**src/rtl/lcd_pkg.sv**
```systemverilog
// lcd_pkg: shared definitions for the parallel RGB LCD path.
//   COORD_W      - width of pixel coordinates and timing counters
//   lcd_timing_t - one panel's horizontal/vertical timing set
//   TIM_*        - timing sets for the 480x272, 800x480 and 1024x600 panels
//   WHITE..BLUE  - RGB888 colour constants shared with the pixel generator
//   span()       - total length of one axis (sync+back+disp+front)
package lcd_pkg;

  localparam int COORD_W = 11;

  typedef logic [COORD_W-1:0] coord_t;
  typedef logic [23:0]        rgb_t;

  typedef struct packed {
    coord_t h_sync;
    coord_t h_back;
    coord_t h_disp;
    coord_t h_front;
    coord_t v_sync;
    coord_t v_back;
    coord_t v_disp;
    coord_t v_front;
  } lcd_timing_t;

  localparam lcd_timing_t TIM_480X272 = '{
    h_sync: 11'd41,  h_back: 11'd2,   h_disp: 11'd480,  h_front: 11'd2,
    v_sync: 11'd10,  v_back: 11'd2,   v_disp: 11'd272,  v_front: 11'd2
  };

  localparam lcd_timing_t TIM_800X480 = '{
    h_sync: 11'd128, h_back: 11'd88,  h_disp: 11'd800,  h_front: 11'd40,
    v_sync: 11'd2,   v_back: 11'd33,  v_disp: 11'd480,  v_front: 11'd10
  };

  localparam lcd_timing_t TIM_1024X600 = '{
    h_sync: 11'd20,  h_back: 11'd140, h_disp: 11'd1024, h_front: 11'd160,
    v_sync: 11'd3,   v_back: 11'd20,  v_disp: 11'd600,  v_front: 11'd12
  };

  localparam rgb_t WHITE = 24'hFF_FF_FF;
  localparam rgb_t BLACK = 24'h00_00_00;
  localparam rgb_t RED   = 24'hFF_00_00;
  localparam rgb_t GREEN = 24'h00_FF_00;
  localparam rgb_t BLUE  = 24'h00_00_FF;

  function automatic int span(input int sync_w, input int back_w,
                              input int disp_w, input int front_w);
    return sync_w + back_w + disp_w + front_w;
  endfunction

endpackage

```
**src/rtl/lcd_axis_counter.sv**
```systemverilog
// lcd_axis_counter: one timing axis (horizontal or vertical).
// Holds a wrapping position counter and decodes the sync, display and
// request windows from it. The request window is the display window
// shifted LEAD positions earlier, so a registered upstream source can
// answer in time.
// Ports:
//   lcd_pclk, rst_n - pixel clock, async active-low reset
//   adv_i           - advance the counter this cycle
//   cnt_o           - current position
//   wrap_o          - counter is at its last position and advancing
//   sync_o          - position inside the sync pulse
//   act_o           - position inside the display window
//   req_o           - position inside the request window
//   pos_o           - offset inside the request window, else 0
module lcd_axis_counter
  import lcd_pkg::*;
#(
  parameter int SYNC  = 41,
  parameter int BACK  = 2,
  parameter int DISP  = 480,
  parameter int FRONT = 2,
  parameter int LEAD  = 0
) (
  input  logic               lcd_pclk,
  input  logic               rst_n,
  input  logic               adv_i,
  output logic [COORD_W-1:0] cnt_o,
  output logic               wrap_o,
  output logic               sync_o,
  output logic               act_o,
  output logic               req_o,
  output logic [COORD_W-1:0] pos_o
);

  localparam int TOTAL = span(SYNC, BACK, DISP, FRONT);
  localparam int START = SYNC + BACK;

  localparam coord_t LAST     = coord_t'(TOTAL - 1);
  localparam coord_t SYNC_END = coord_t'(SYNC);
  localparam coord_t ACT_BEG  = coord_t'(START);
  localparam coord_t ACT_END  = coord_t'(START + DISP);
  localparam coord_t REQ_BEG  = coord_t'(START - LEAD);
  localparam coord_t REQ_END  = coord_t'(START + DISP - LEAD);
  localparam coord_t ONE      = coord_t'(1);

  if (START < LEAD) begin : g_bad_lead
    $error("lcd_axis_counter: SYNC+BACK must be at least LEAD");
  end
  if (DISP < 1) begin : g_bad_disp
    $error("lcd_axis_counter: DISP must be at least 1");
  end
  if (TOTAL > (2 ** COORD_W)) begin : g_bad_total
    $error("lcd_axis_counter: axis total does not fit COORD_W");
  end

  coord_t cnt_q, cnt_d;

  assign wrap_o = adv_i && (cnt_q == LAST);

  always_comb begin
    cnt_d = cnt_q;
    if (wrap_o)     cnt_d = '0;
    else if (adv_i) cnt_d = cnt_q + ONE;
  end

  always_ff @(posedge lcd_pclk or negedge rst_n) begin
    if (!rst_n) cnt_q <= '0;
    else        cnt_q <= cnt_d;
  end

  assign cnt_o  = cnt_q;
  assign sync_o = (cnt_q < SYNC_END);
  assign act_o  = (cnt_q >= ACT_BEG) && (cnt_q < ACT_END);
  assign req_o  = (cnt_q >= REQ_BEG) && (cnt_q < REQ_END);
  assign pos_o  = req_o ? (cnt_q - REQ_BEG) : '0;

endmodule

```
**src/rtl/lcd_timing_driver.sv**
```systemverilog
// lcd_timing_driver: HSYNC/VSYNC/DE generator for a 24-bit parallel RGB
// panel. Coordinates are requested one cycle ahead of DE; the upstream
// generator registers its answer, so pixel_data_i lines up with DE.
// Ports:
//   lcd_pclk, rst_n          - pixel clock, async active-low reset
//   pixel_data_i             - RGB888 from the pixel generator
//   pixel_xpos_o/pixel_ypos_o - requested column/row (0 outside requests)
//   data_req_o               - coordinates valid this cycle
//   h_disp_o/v_disp_o        - active resolution constants
//   lcd_hs_o/lcd_vs_o        - syncs, active level SYNC_POL
//   lcd_de_o/lcd_rgb_o       - data enable and panel pixel bus
//   lcd_bl_o                 - backlight enable
//   frame_start_o            - one-cycle pulse at the first frame position
module lcd_timing_driver
  import lcd_pkg::*;
#(
  parameter int H_SYNC   = int'(TIM_480X272.h_sync),
  parameter int H_BACK   = int'(TIM_480X272.h_back),
  parameter int H_DISP   = int'(TIM_480X272.h_disp),
  parameter int H_FRONT  = int'(TIM_480X272.h_front),
  parameter int V_SYNC   = int'(TIM_480X272.v_sync),
  parameter int V_BACK   = int'(TIM_480X272.v_back),
  parameter int V_DISP   = int'(TIM_480X272.v_disp),
  parameter int V_FRONT  = int'(TIM_480X272.v_front),
  parameter bit SYNC_POL = 1'b0
) (
  input  logic                lcd_pclk,
  input  logic                rst_n,
  input  logic [23:0]         pixel_data_i,
  output logic [COORD_W-1:0]  pixel_xpos_o,
  output logic [COORD_W-1:0]  pixel_ypos_o,
  output logic                data_req_o,
  output logic [COORD_W-1:0]  h_disp_o,
  output logic [COORD_W-1:0]  v_disp_o,
  output logic                lcd_hs_o,
  output logic                lcd_vs_o,
  output logic                lcd_de_o,
  output logic [23:0]         lcd_rgb_o,
  output logic                lcd_bl_o,
  output logic                frame_start_o
);

  // The one-cycle request lead needs at least one blank column before DE.
  if (H_SYNC + H_BACK < 1) begin : g_bad_ha
    $error("lcd_timing_driver: H_SYNC+H_BACK must be at least 1");
  end

  // run_q stays low for one cycle after reset release, so every restart
  // shows a blank cycle and then begins cleanly at h=0, v=0.
  logic run_q;

  always_ff @(posedge lcd_pclk or negedge rst_n) begin
    if (!rst_n) run_q <= 1'b0;
    else        run_q <= 1'b1;
  end

  coord_t h_cnt, v_cnt, h_pos, v_pos;
  logic   h_wrap, h_sync, h_act, h_req;
  logic   v_wrap_unused, v_sync, v_act, v_req;

  lcd_axis_counter #(
    .SYNC (H_SYNC),
    .BACK (H_BACK),
    .DISP (H_DISP),
    .FRONT(H_FRONT),
    .LEAD (1)
  ) u_h (
    .lcd_pclk(lcd_pclk),
    .rst_n   (rst_n),
    .adv_i   (run_q),
    .cnt_o   (h_cnt),
    .wrap_o  (h_wrap),
    .sync_o  (h_sync),
    .act_o   (h_act),
    .req_o   (h_req),
    .pos_o   (h_pos)
  );

  // Rows do not lead: the request and display row windows coincide.
  lcd_axis_counter #(
    .SYNC (V_SYNC),
    .BACK (V_BACK),
    .DISP (V_DISP),
    .FRONT(V_FRONT),
    .LEAD (0)
  ) u_v (
    .lcd_pclk(lcd_pclk),
    .rst_n   (rst_n),
    .adv_i   (h_wrap),
    .cnt_o   (v_cnt),
    .wrap_o  (v_wrap_unused),
    .sync_o  (v_sync),
    .act_o   (v_act),
    .req_o   (v_req),
    .pos_o   (v_pos)
  );

  logic de, req;

  assign de  = run_q && h_act && v_act;
  assign req = run_q && h_req && v_req;

  assign h_disp_o      = coord_t'(H_DISP);
  assign v_disp_o      = coord_t'(V_DISP);
  assign lcd_bl_o      = run_q;
  assign lcd_hs_o      = (run_q && h_sync) ? SYNC_POL : ~SYNC_POL;
  assign lcd_vs_o      = (run_q && v_sync) ? SYNC_POL : ~SYNC_POL;
  assign lcd_de_o      = de;
  assign data_req_o    = req;
  assign pixel_xpos_o  = req ? h_pos : '0;
  assign pixel_ypos_o  = req ? v_pos : '0;
  assign lcd_rgb_o     = de ? pixel_data_i : 24'h0;
  assign frame_start_o = run_q && (h_cnt == '0) && (v_cnt == '0);

endmodule

```
**config.mk**
```make
export PLATFORM = sky130hd
export DESIGN_NAME = lcd_timing_driver
export DESIGN_NICKNAME = d
export VERILOG_FILES = /design/src/rtl/lcd_pkg.sv /design/src/rtl/lcd_axis_counter.sv /design/src/rtl/lcd_timing_driver.sv
export SDC_FILE = /design/constraint.sdc
export NUM_CORES = 1
export LEC_CHECK = 0
export ABC_AREA = 1
export CORE_ASPECT_RATIO = 0.8
export CORE_MARGIN = 2
export CORE_UTILIZATION = 54
export DETAILED_ROUTE_END_ITERATION = 8
export DONT_BUFFER_PORTS = 1
export PLACE_DENSITY = 0.74
export SLEW_MARGIN = 0
export SYNTH_ARGS = -nofsm -noshare
export SYNTH_HDL_FRONTEND = slang
export SYNTH_HIERARCHICAL = 1
export SYNTH_SLANG_ARGS = --single-unit
```
**constraint.sdc**
```tcl
create_clock -name lcd_pclk -period 5.82 [get_ports lcd_pclk]
set_clock_uncertainty 0.05 [all_clocks]
set_input_delay 0.873 -clock lcd_pclk [delete_from_list [all_inputs] [get_ports lcd_pclk]]
set_output_delay 0.873 -clock lcd_pclk [all_outputs]
set_load 0.005 [all_outputs]
```
After elaboration in Yosys (flattened, before gate mapping)

Cells that the tools add are included.

Logic and storage cells: 45
Memory bits (writable): 0
Memories kept: 0
Bits in latches: 0
Bits in registers: 23
Input bits: 26
ROM bits: 0
Output and inout port bits: 74

Reduce and logical (&&, ||, !) cells: 17
$add $sub $neg: 4
Magnitude comparators: 8
Equal/unequal tests: 2
Div/mod/pow operators: 0
Bitwise operators: 0
Multipliers: 0
Shift-type cells: 0
Muxes and demuxes: 11

Operators by type and width:

| cell                  | count |
|---|---|
| $mux 11               | 8 |
| $mux 24               | 1 |
| $add 11x1->11 const B | 2 |
| $ge 11x6->1 const B   | 2 |
| $logic_not 11->1      | 2 |
| $lt 11x10->1 const B  | 2 |
| $logic_and 1x1->1     | 13 |
| $eq 11x10->1 const B  | 1 |
| $eq 11x9->1 const B   | 1 |
| $ge 11x4->1 const B   | 1 |
| $lt 11x4->1 const B   | 1 |
| $lt 11x6->1 const B   | 1 |
| $lt 11x9->1 const B   | 1 |
| $sub 11x4->11 const B | 1 |
| $sub 11x6->11 const B | 1 |
| $reduce_bool 2->1     | 2 |
| $mux 1                | 2 |

Longest topological paths before layout

Gate-level depths: netlist of run 1.

Depth after elaboration: 5
Gate-level depth with buffers: 14

By module

Netlist of run 1, hierarchy kept.

Modules (own cells, without submodules):

| module                  | cells an instance | area an instance (um2) | instances | seq. area each (um2) |
|---|---|---|---|---|
| lcd_axis_counter at u_h | 176               | 1112.3                 | 1         | 275.3 |
| lcd_axis_counter at u_v | 150               | 950.9                  | 1         | 275.3 |
| lcd_timing_driver       | 149               | 780.7                  | 1         | 25.0 |

Least setup slack after synthesis of run 1

Ideal clock, no wire load.

Kind: reg-to-output
From: register u_h.cnt_q[1], in the netlist u_h/cnt_o[1]
To: output port pixel_ypos_o[1]
Arrival: 1.757 ns
Data required time: 4.897 ns
Stages on the path, launching flop included: 12
Slack: 3.140 ns
Cell sequence: dfrtp_1 > inv_1 > ha_1 > inv_1 > nand3_2 > nand3_2 > nand3_2 > buf_6 > inv_1 > nand3_4 > buf_6 > nor2_1

Cells in the longest elaborated chain, start to end: 5
Elaborated cells between the ends (all ways): 6
Classes of those cells: order compare (2); mux (1); reduce/logical (3)

Ends and longest elaborated chain:

| element                                            | RTL line                 | source |
|---|---|---|
| from (decl)                                        | lcd_axis_counter.sv:56   | `coord_t cnt_q, cnt_d;` |
| from (signal assigned)                             | lcd_axis_counter.sv:68   | `else cnt_q <= cnt_d;` |
| $ge 11x6->1 / $lt 11x10->1 (equally long branches) | lcd_axis_counter.sv:74   | `assign req_o = (cnt_q >= REQ_BEG) && (cnt_q < REQ_END);` |
| $logic_and 1x1->1 (*)                              | lcd_axis_counter.sv:74   |  |
| net h_req                                          | lcd_timing_driver.sv:58  | `logic h_wrap, h_sync, h_act, h_req;` |
| $logic_and 1x1->1 (*) (2 in series)                | lcd_timing_driver.sv:101 | `assign req = run_q && h_req && v_req;` |
| $mux 11 (*)                                        | lcd_timing_driver.sv:111 | `assign pixel_ypos_o = req ? v_pos : '0;` |
| to (decl)                                          | lcd_timing_driver.sv:31  | `output logic [COORD_W-1:0] pixel_ypos_o,` |

The timed path passes the listed nets; every way through them passes the cells marked *.

Worst setup path in the final report of run 1

From: register u_h.cnt_q[1], in the netlist u_h/cnt_o[1]
To: output port pixel_xpos_o[7]

Cells in the longest elaborated chain, start to end: 5
Elaborated cells between the ends (all ways): 8
Classes of those cells: add/sub (1); order compare (2); mux (2); reduce/logical (3)

Ends and longest elaborated chain:

| element                                            | RTL line                 | source |
|---|---|---|
| $ge 11x6->1 / $lt 11x10->1 (equally long branches) | lcd_axis_counter.sv:74   |  |
| $logic_and 1x1->1 (*)                              | lcd_axis_counter.sv:74   |  |
| net h_req                                          | lcd_timing_driver.sv:58  |  |
| $logic_and 1x1->1 (2 in series)                    | lcd_timing_driver.sv:101 |  |
| $mux 11 (*)                                        | lcd_timing_driver.sv:110 | `assign pixel_xpos_o = req ? h_pos : '0;` |
| to (decl)                                          | lcd_timing_driver.sv:30  | `output logic [COORD_W-1:0] pixel_xpos_o,` |

Marked as above.

==> flow_metrics.py, run 1 <==
metrics = {
    "run_status": {
        "run_status": "completed",
    },
    "drt": {
        "drt-total-wl_microns": 6380,
        "drc_errors": 0,
        "number_of_drc_markers_in_iteration_0": 189,
        "dr_total_vias": 2634,
        "final_antenna_net_count": 0,
        "wl_per_cell_microns": 12.0,
        "detail_route.first_pass.iterations": 5,
        "avgViaCountPerCell": 4.97,
    },
    "die": {
        "floorplan.die.width_microns": 85.1,
        "die_h_microns": 68.9,
        "core_area_sq_um": 5040,
        "die-area_sq_um": 5870,
        "std_cell_rows": 23,
        "floorplan.io_pins": 100,
        "floorplan.initialDensity_pct": 56.5,
    },
    "synthesis": {
        "synth-warning-count": 6,
        "syn_area_sq_um": 2840,
        "netlist_instances": 475,
        "synth_top_cells_by_count": "sky130_fd_sc_hd__nand2_1 (95), sky130_fd_sc_hd__inv_1 (94), sky130_fd_sc_hd__nor2_1 (93), sky130_fd_sc_hd__nor2_2 (30), sky130_fd_sc_hd__nand3_1 (28)",
        "synth_top_cells_by_area": "sky130_fd_sc_hd__dfrtp_1 (20%), sky130_fd_sc_hd__nand2_1 (13%), sky130_fd_sc_hd__inv_1 (12%)",
        "number_of_enable_flip_flop_cells_after_synthesis": 0,
        "synth_seq_cells": 23,
        "synth-main-ff-cell": "sky130_fd_sc_hd__dfrtp_1",
        "synthDominantAreaCellType": "sky130_fd_sc_hd__dfrtp_1",
        "synth.top_cell.area_share_pct": 20.2,
        "yosys.cell_count.top_type": "sky130_fd_sc_hd__nand2_1",
        "synth_sequential_area_ratio_pct": 20.2,
        "syn_avg_cell_area_sq_um": 5.99,
        "netlist-cell-type-count": 25,
        "async_flop_share_pct": 100,
    },
    "placed_design": {
        "placed_cells_incl_taps": 526,
        "io_buffer_count": 0,
        "dpl.hpwl_microns": 5260,
        "gp_congestion": 0.931,
        "dpl-instance-area_sq_um": 2730,
    },
    "clock_network": {
        "numClockSinks": 23,
        "cts_tree": "yes",
        "cts-hold-fix-buffers": 0,
        "post_cts_resized": 0,
        "ctsHtreeMaxLevel": 1,
        "buffers_from_clock_root_to_sink_at_most": 2,
        "postCtsSetupBuffers": 0,
        "root_buffer": "sky130_fd_sc_hd__clkbuf_8",
        "cts_buffers": 3,
        "clock_latency_ns": 0.27,
        "clk_pin_slew_ns": 0.08,
    },
    "final_layout": {
        "final_area_sq_um": 2780,
        "number_of_nets_in_the_final_layout": 504,
        "antenna-diode-count": 0,
        "drive_gt1_share_pct": 12.4,
        "area_growth_pct": -2.38,
        "utilization_pct": 55.1,
        "finish.cell_count_without_fillers": 530,
    },
    "worst_setup_path": {
        "critical-path-top-delay-family": "simple AND/OR/NAND/NOR gates",
        "end_kind": "output port",
        "timing.critical_path.arrival_ns": 2.45,
        "worst-path-max-fanout": 23,
        "critPathBufInv": 3,
        "critical_path.slowest_cell": "sky130_fd_sc_hd__dfrtp_1",
        "crit_required_ns": 4.90,
        "critical_path.startpoint_type": "register",
        "crit_chain": "inv_1 > ha_1 > inv_1 > nand3_2 > nand3_2 > nand3_2 > inv_1 > nand3_4 > nor2_1",
        "setup.worst_path.class": "register to output port",
        "worst_path_largest_cell_delay_ns": 0.53,
    },
    "grt": {
        "global_route_total_usage_across_every_layer_pct": 22.4,
        "first_global_vias": 2196,
        "number_of_antenna_violations_at_the_first_check_in_global_routing": 0,
        "largest_net_degree_at_the_start_of_global_routing": 26,
        "wire_length_of_the_first_global_routing_pass_microns": 10300,
        "grt_overflow_total": 0,
    },
    "sta": {
        "worst_pin_slew_ns": 0.527,
        "timing_hold_violations_final": 0,
        "slew_violations": 0,
        "min_period_over_period_pct": 58.0,
        "clock.fmax_mhz": 296,
        "finalSetupViolations": 0,
        "rsz0062_at_grt": "false",
        "setup-tns-final_ns": 0,
        "layout_min_cycle_time_ns": 3.37,
        "timing.slew.headroom_pct": 64.9,
    },
    "power": {
        "leakage_nw": 1.63,
        "power.ir.vdd_worst_uv": 131,
        "design_power_total_mw": 0.698,
        "p_per_area_nw_per_um2": 251,
    },
    "hold_path": {
        "hold_path_class": "input port to asynchronous set/reset pin",
    },
    "flow_run": {
        "maxCapViolations": 0,
    },
}
-- flip-flops by register name, indices dropped and copies added, names as in the netlist --
register   count
lcd_bl_o       1
u_h/cnt_o     11
u_v/cnt_o     11
-- cell usage in the layout, fill, tap and decap left out, types with 4 or more instances in the layout --
| cell | instances |
|---|---|
| sky130_fd_sc_hd__ha_1 | 9 |
| sky130_fd_sc_hd__a21oi_1 | 13 |
| sky130_fd_sc_hd__nand3_1 | 28 |
| sky130_fd_sc_hd__nand3_2 | 4 |
| sky130_fd_sc_hd__nor2_1 | 93 |
| sky130_fd_sc_hd__nor2_4 | 5 |
| sky130_fd_sc_hd__inv_2 | 6 |
| sky130_fd_sc_hd__nor3_1 | 7 |
| sky130_fd_sc_hd__nor2_2 | 30 |
| sky130_fd_sc_hd__o21ai_0 | 11 |
| sky130_fd_sc_hd__dfrtp_1 | 23 |
| sky130_fd_sc_hd__conb_1 | 23 |
| sky130_fd_sc_hd__nand2_1 | 95 |
| sky130_fd_sc_hd__inv_1 | 94 |
| sky130_fd_sc_hd__xor2_1 | 9 |
-- logic make-up after synthesis --
| group | count (synthesis) | share of synthesized area (%) |
|---|---|---|
| other | 2 | 0.264 |
| DFF | 23 | 20.2 |
| and+or+nand+nor | 272 | 44.2 |
| adders and majority gates | 9 | 3.96 |
| AOI/OAI and AO/OA | 28 | 5.85 |
| buffers and inverters | 132 | 22.7 |
| xor gates and xnor gates | 9 | 2.77 |
-- metal layers --
metal	wire length [microns]	global-route usage [%]
met1	3040	31.5
met4	63	5.16
met3	505	3.81
met5	0	0
met2	2770	36.5
-- metrics by stage --
stage,worst slack (ns),hold slack [ns]
floorplan,3.14,0.456
global placement,2.82,0.499
detailed placement,2.72,0.511
CTS,2.42,0.236
global route,2.19,0.223
finish,2.45,0.240
-- final timing paths --
kind / start / to / slack, ns / cells past startpoint
worst max-delay path: u_h/cnt_o[1] / pixel_xpos_o[7] / 2.45 / 9
worst min-delay path: rst_n / u_v/cnt_o[10] / 0.24 / 0
worst max register to register: lcd_bl_o / u_v/cnt_o[9] / 3.34 / 11
worst min register to register: u_v/cnt_o[1] / u_v/cnt_o[1] / 0.53 / 2
max in group asynchronous: rst_n / u_v/cnt_o[2] / 5.39 / 0
min in group lcd_pclk: u_v/cnt_o[1] / u_v/cnt_o[1] / 0.53 / 2
-- worst register-to-register path, delay by kind of cell (launching register included) --
| kind | cells | cell delay, ns |
|---|---|---|
| and+or+nand+nor | 9 | 1.22 |
| DFF | 1 | 0.68 |
| buffers and inverters | 2 | 0.44 |
-- final cells by class --
cell class	instances	area, sq um
tap	62	77.6
inverter	100	375
fill	504	2260
clock inverter	1	5.00
clock buffer	3	41.3
sequential	23	576
multi-input combinational	341	1700
-- power breakdown --
| group | switching, mW | internal [mW] | leakage (nW) |
|---|---|---|---|
| clock network | 0.0503 | 0.0478 | 0.0255 |
| registers | 0.0506 | 0.179 | 0.307 |
| logic | 0.247 | 0.123 | 1.30 |
Note: power is estimated with default switching activity, not from simulation.
==> run 2: changes to the inputs <==
==> constraint.sdc (replaced) <==
create_clock -name lcd_pclk -period 3.39 [get_ports lcd_pclk]
set_clock_uncertainty 0.05 [all_clocks]
set_input_delay 0.5085 -clock lcd_pclk [delete_from_list [all_inputs] [get_ports lcd_pclk]]
set_output_delay 0.5085 -clock lcd_pclk [all_outputs]
set_load 0.005 [all_outputs]
==> flow_metrics.py, run 2 (synthesis gave the netlist of run 1 again) <==
metrics = {
    "run_status": {
        "run_status": "completed",
    },
    "worst_setup_path": {
        "worst_path_largest_cell_delay_ns": 0.46,
        "critPathMostFrequentCell": "sky130_fd_sc_hd__nor2_1",
        "worst-path-max-fanout": 25,
        "critical_path.slowest_cell": "sky130_fd_sc_hd__dfrtp_1",
        "setup.worst_path.class": "register to output port",
        "critical-path-top-delay-family": "simple AND/OR/NAND/NOR gates",
        "crit_required_ns": 2.83,
        "critical_path.startpoint_type": "register",
        "critPathBufInv": 1,
        "timing.critical_path.arrival_ns": 2.35,
        "end_kind": "output port",
        "crit_chain": "inv_1 > ha_1 > a21oi_1 > o21ai_0 > nor2_1 > nor2_1 > nand3_4 > nor2_1",
    },
    "die": {
        "core_area_sq_um": 5040,
        "die_h_microns": 68.9,
        "floorplan.die.width_microns": 85.1,
        "floorplan.initialDensity_pct": 56.5,
        "floorplan.io_pins": 100,
        "std_cell_rows": 23,
        "die-area_sq_um": 5870,
    },
    "clock_network": {
        "root_buffer": "sky130_fd_sc_hd__clkbuf_8",
        "ctsHtreeMaxLevel": 1,
        "numClockSinks": 23,
        "cts_tree": "yes",
        "postCtsSetupBuffers": 0,
        "buffers_from_clock_root_to_sink_at_most": 2,
        "clock_latency_ns": 0.26,
        "cts_buffers": 3,
        "clk_pin_slew_ns": 0.08,
    },
    "drt": {
        "final_antenna_net_count": 0,
        "number_of_drc_markers_in_iteration_0": 201,
        "dr_total_vias": 2656,
        "drc_errors": 0,
        "wl_per_cell_microns": 12.4,
        "drt-total-wl_microns": 6630,
        "avgViaCountPerCell": 4.98,
        "detail_route.first_pass.iterations": 5,
    },
    "sta": {
        "clock.fmax_mhz": 343,
        "timing.slew.headroom_pct": 32.7,
        "slew_violations": 0,
        "finalSetupViolations": 0,
        "layout_min_cycle_time_ns": 2.91,
        "min_period_over_period_pct": 85.9,
        "timing_hold_violations_final": 0,
        "worst_slack_ns": 0.477,
        "setup-tns-final_ns": 0,
        "rsz0062_at_grt": "false",
        "worst_pin_slew_ns": 1.01,
    },
    "hold_path": {
        "hold_path_class": "register to register",
    },
    "final_layout": {
        "antenna-diode-count": 0,
        "drive_gt1_share_pct": 12.5,
        "utilization_pct": 55.6,
        "area_growth_pct": -1.54,
        "num-fill-cells": 509,
        "layout_commonest_cell": "sky130_fd_sc_hd__nand2_1",
        "number_of_nets_in_the_final_layout": 507,
        "mostFrequentLayoutCells": "sky130_fd_sc_hd__nand2_1 (95), sky130_fd_sc_hd__inv_1 (94), sky130_fd_sc_hd__nor2_1 (93)",
    },
    "placed_design": {
        "io_buffer_count": 0,
        "gp_congestion": 0.915,
        "dp_slack_ns": 0.759,
        "dpl.hpwl_microns": 5460,
    },
    "power": {
        "p_per_area_nw_per_um2": 442,
        "power.ir.vdd_worst_uv": 234,
        "leakage_nw": 1.64,
    },
    "grt": {
        "number_of_antenna_violations_at_the_first_check_in_global_routing": 0,
        "first_global_vias": 2304,
        "global_route_total_usage_across_every_layer_pct": 22.7,
        "grt_overflow_total": 0,
        "wire_length_of_the_first_global_routing_pass_microns": 10600,
        "largest_net_degree_at_the_start_of_global_routing": 26,
    },
    "flow_run": {
        "maxCapViolations": 0,
    },
}
==> run 2: cell types whose count changed in the layout (fill, tap and decap cells not counted), sizes merged <==
| cell | change |
|---|---|
| clkinv | -1 |
| dlygate4sd3 | +1 |
| clkbuf | +1 |
| buf | +2 |
==> run 2: cell type report <==
class	instances	area, sq um	share of cell area, %
Multi-Input combinational cell	341	1700	60.8
Timing Repair Buffer	3	25.0	0.894
Clock buffer	4	45.0	1.61
Sequential cell	23	576	20.6
Inverter	100	375	13.4
Tap cell	62	77.6	2.77
==> run 2: where the power goes <==
| part | internal (mW) | switching [mW] | leakage (nW) |
|---|---|---|---|
| logic | 0.225 | 0.460 | 1.31 |
| clock network | 0.0836 | 0.0791 | 0.0228 |
| registers | 0.308 | 0.0834 | 0.307 |
| total | 0.616 | 0.623 | 1.64 |
==> run 2: metal layers <==
metal | global-route usage, % | vias up | wire (microns)
met1 | 31.0 | 1149 | 3040
met3 | 3.81 | 4 | 598
met5 | 0 | - | 0
met2 | 38.8 | 149 | 2950
met4 | 3.97 | 0 | 40
li1 | - | 1354 | -
==> run 2: tightest hold or removal path: cells and delay by family, from the launching register on <==
kind	cells	cell delay [ns]
flops	1	0.40
compound gates	1	0.05
simple gates	1	0.08
==> run 2: timing repair <==
action | 4_1_cts | 5_1_grt
endpoints found under the hold margin | 23 | 0
hold buffers | 1 | 0
resized for setup | 0 | 0
==> run 2: stage by stage <==
stage	hold slack [ns]	instance area, sq um	cells	power (mW)
after floorplan	0.163	2920	496	0.961
after global placement	0.164	2750	528	1.04
after detailed placement	0.164	2750	528	1.06
after CTS	0.527	2800	533	1.23
after global routing	0.560	2800	533	1.35
final	0.524	2800	533	1.24
==> run 2: final timing paths <==
| check | from | endpoint | slack [ns] | depth (start not counted) |
|---|---|---|---|---|
| worst min register to register | u_v/cnt_o[9] | u_v/cnt_o[9] | 0.52 | 2 |
| max in group asynchronous | rst_n | u_v/cnt_o[3] | 1.86 | 1 |
| worst max-delay path | u_h/cnt_o[2] | lcd_rgb_o[0] | 0.48 | 8 |
| worst max register to register | u_h/cnt_o[1] | u_v/cnt_o[9] | 0.84 | 13 |
| min in group asynchronous | rst_n | u_v/cnt_o[10] | 0.82 | 1 |
| worst min-delay path | u_v/cnt_o[9] | u_v/cnt_o[9] | 0.52 | 2 |
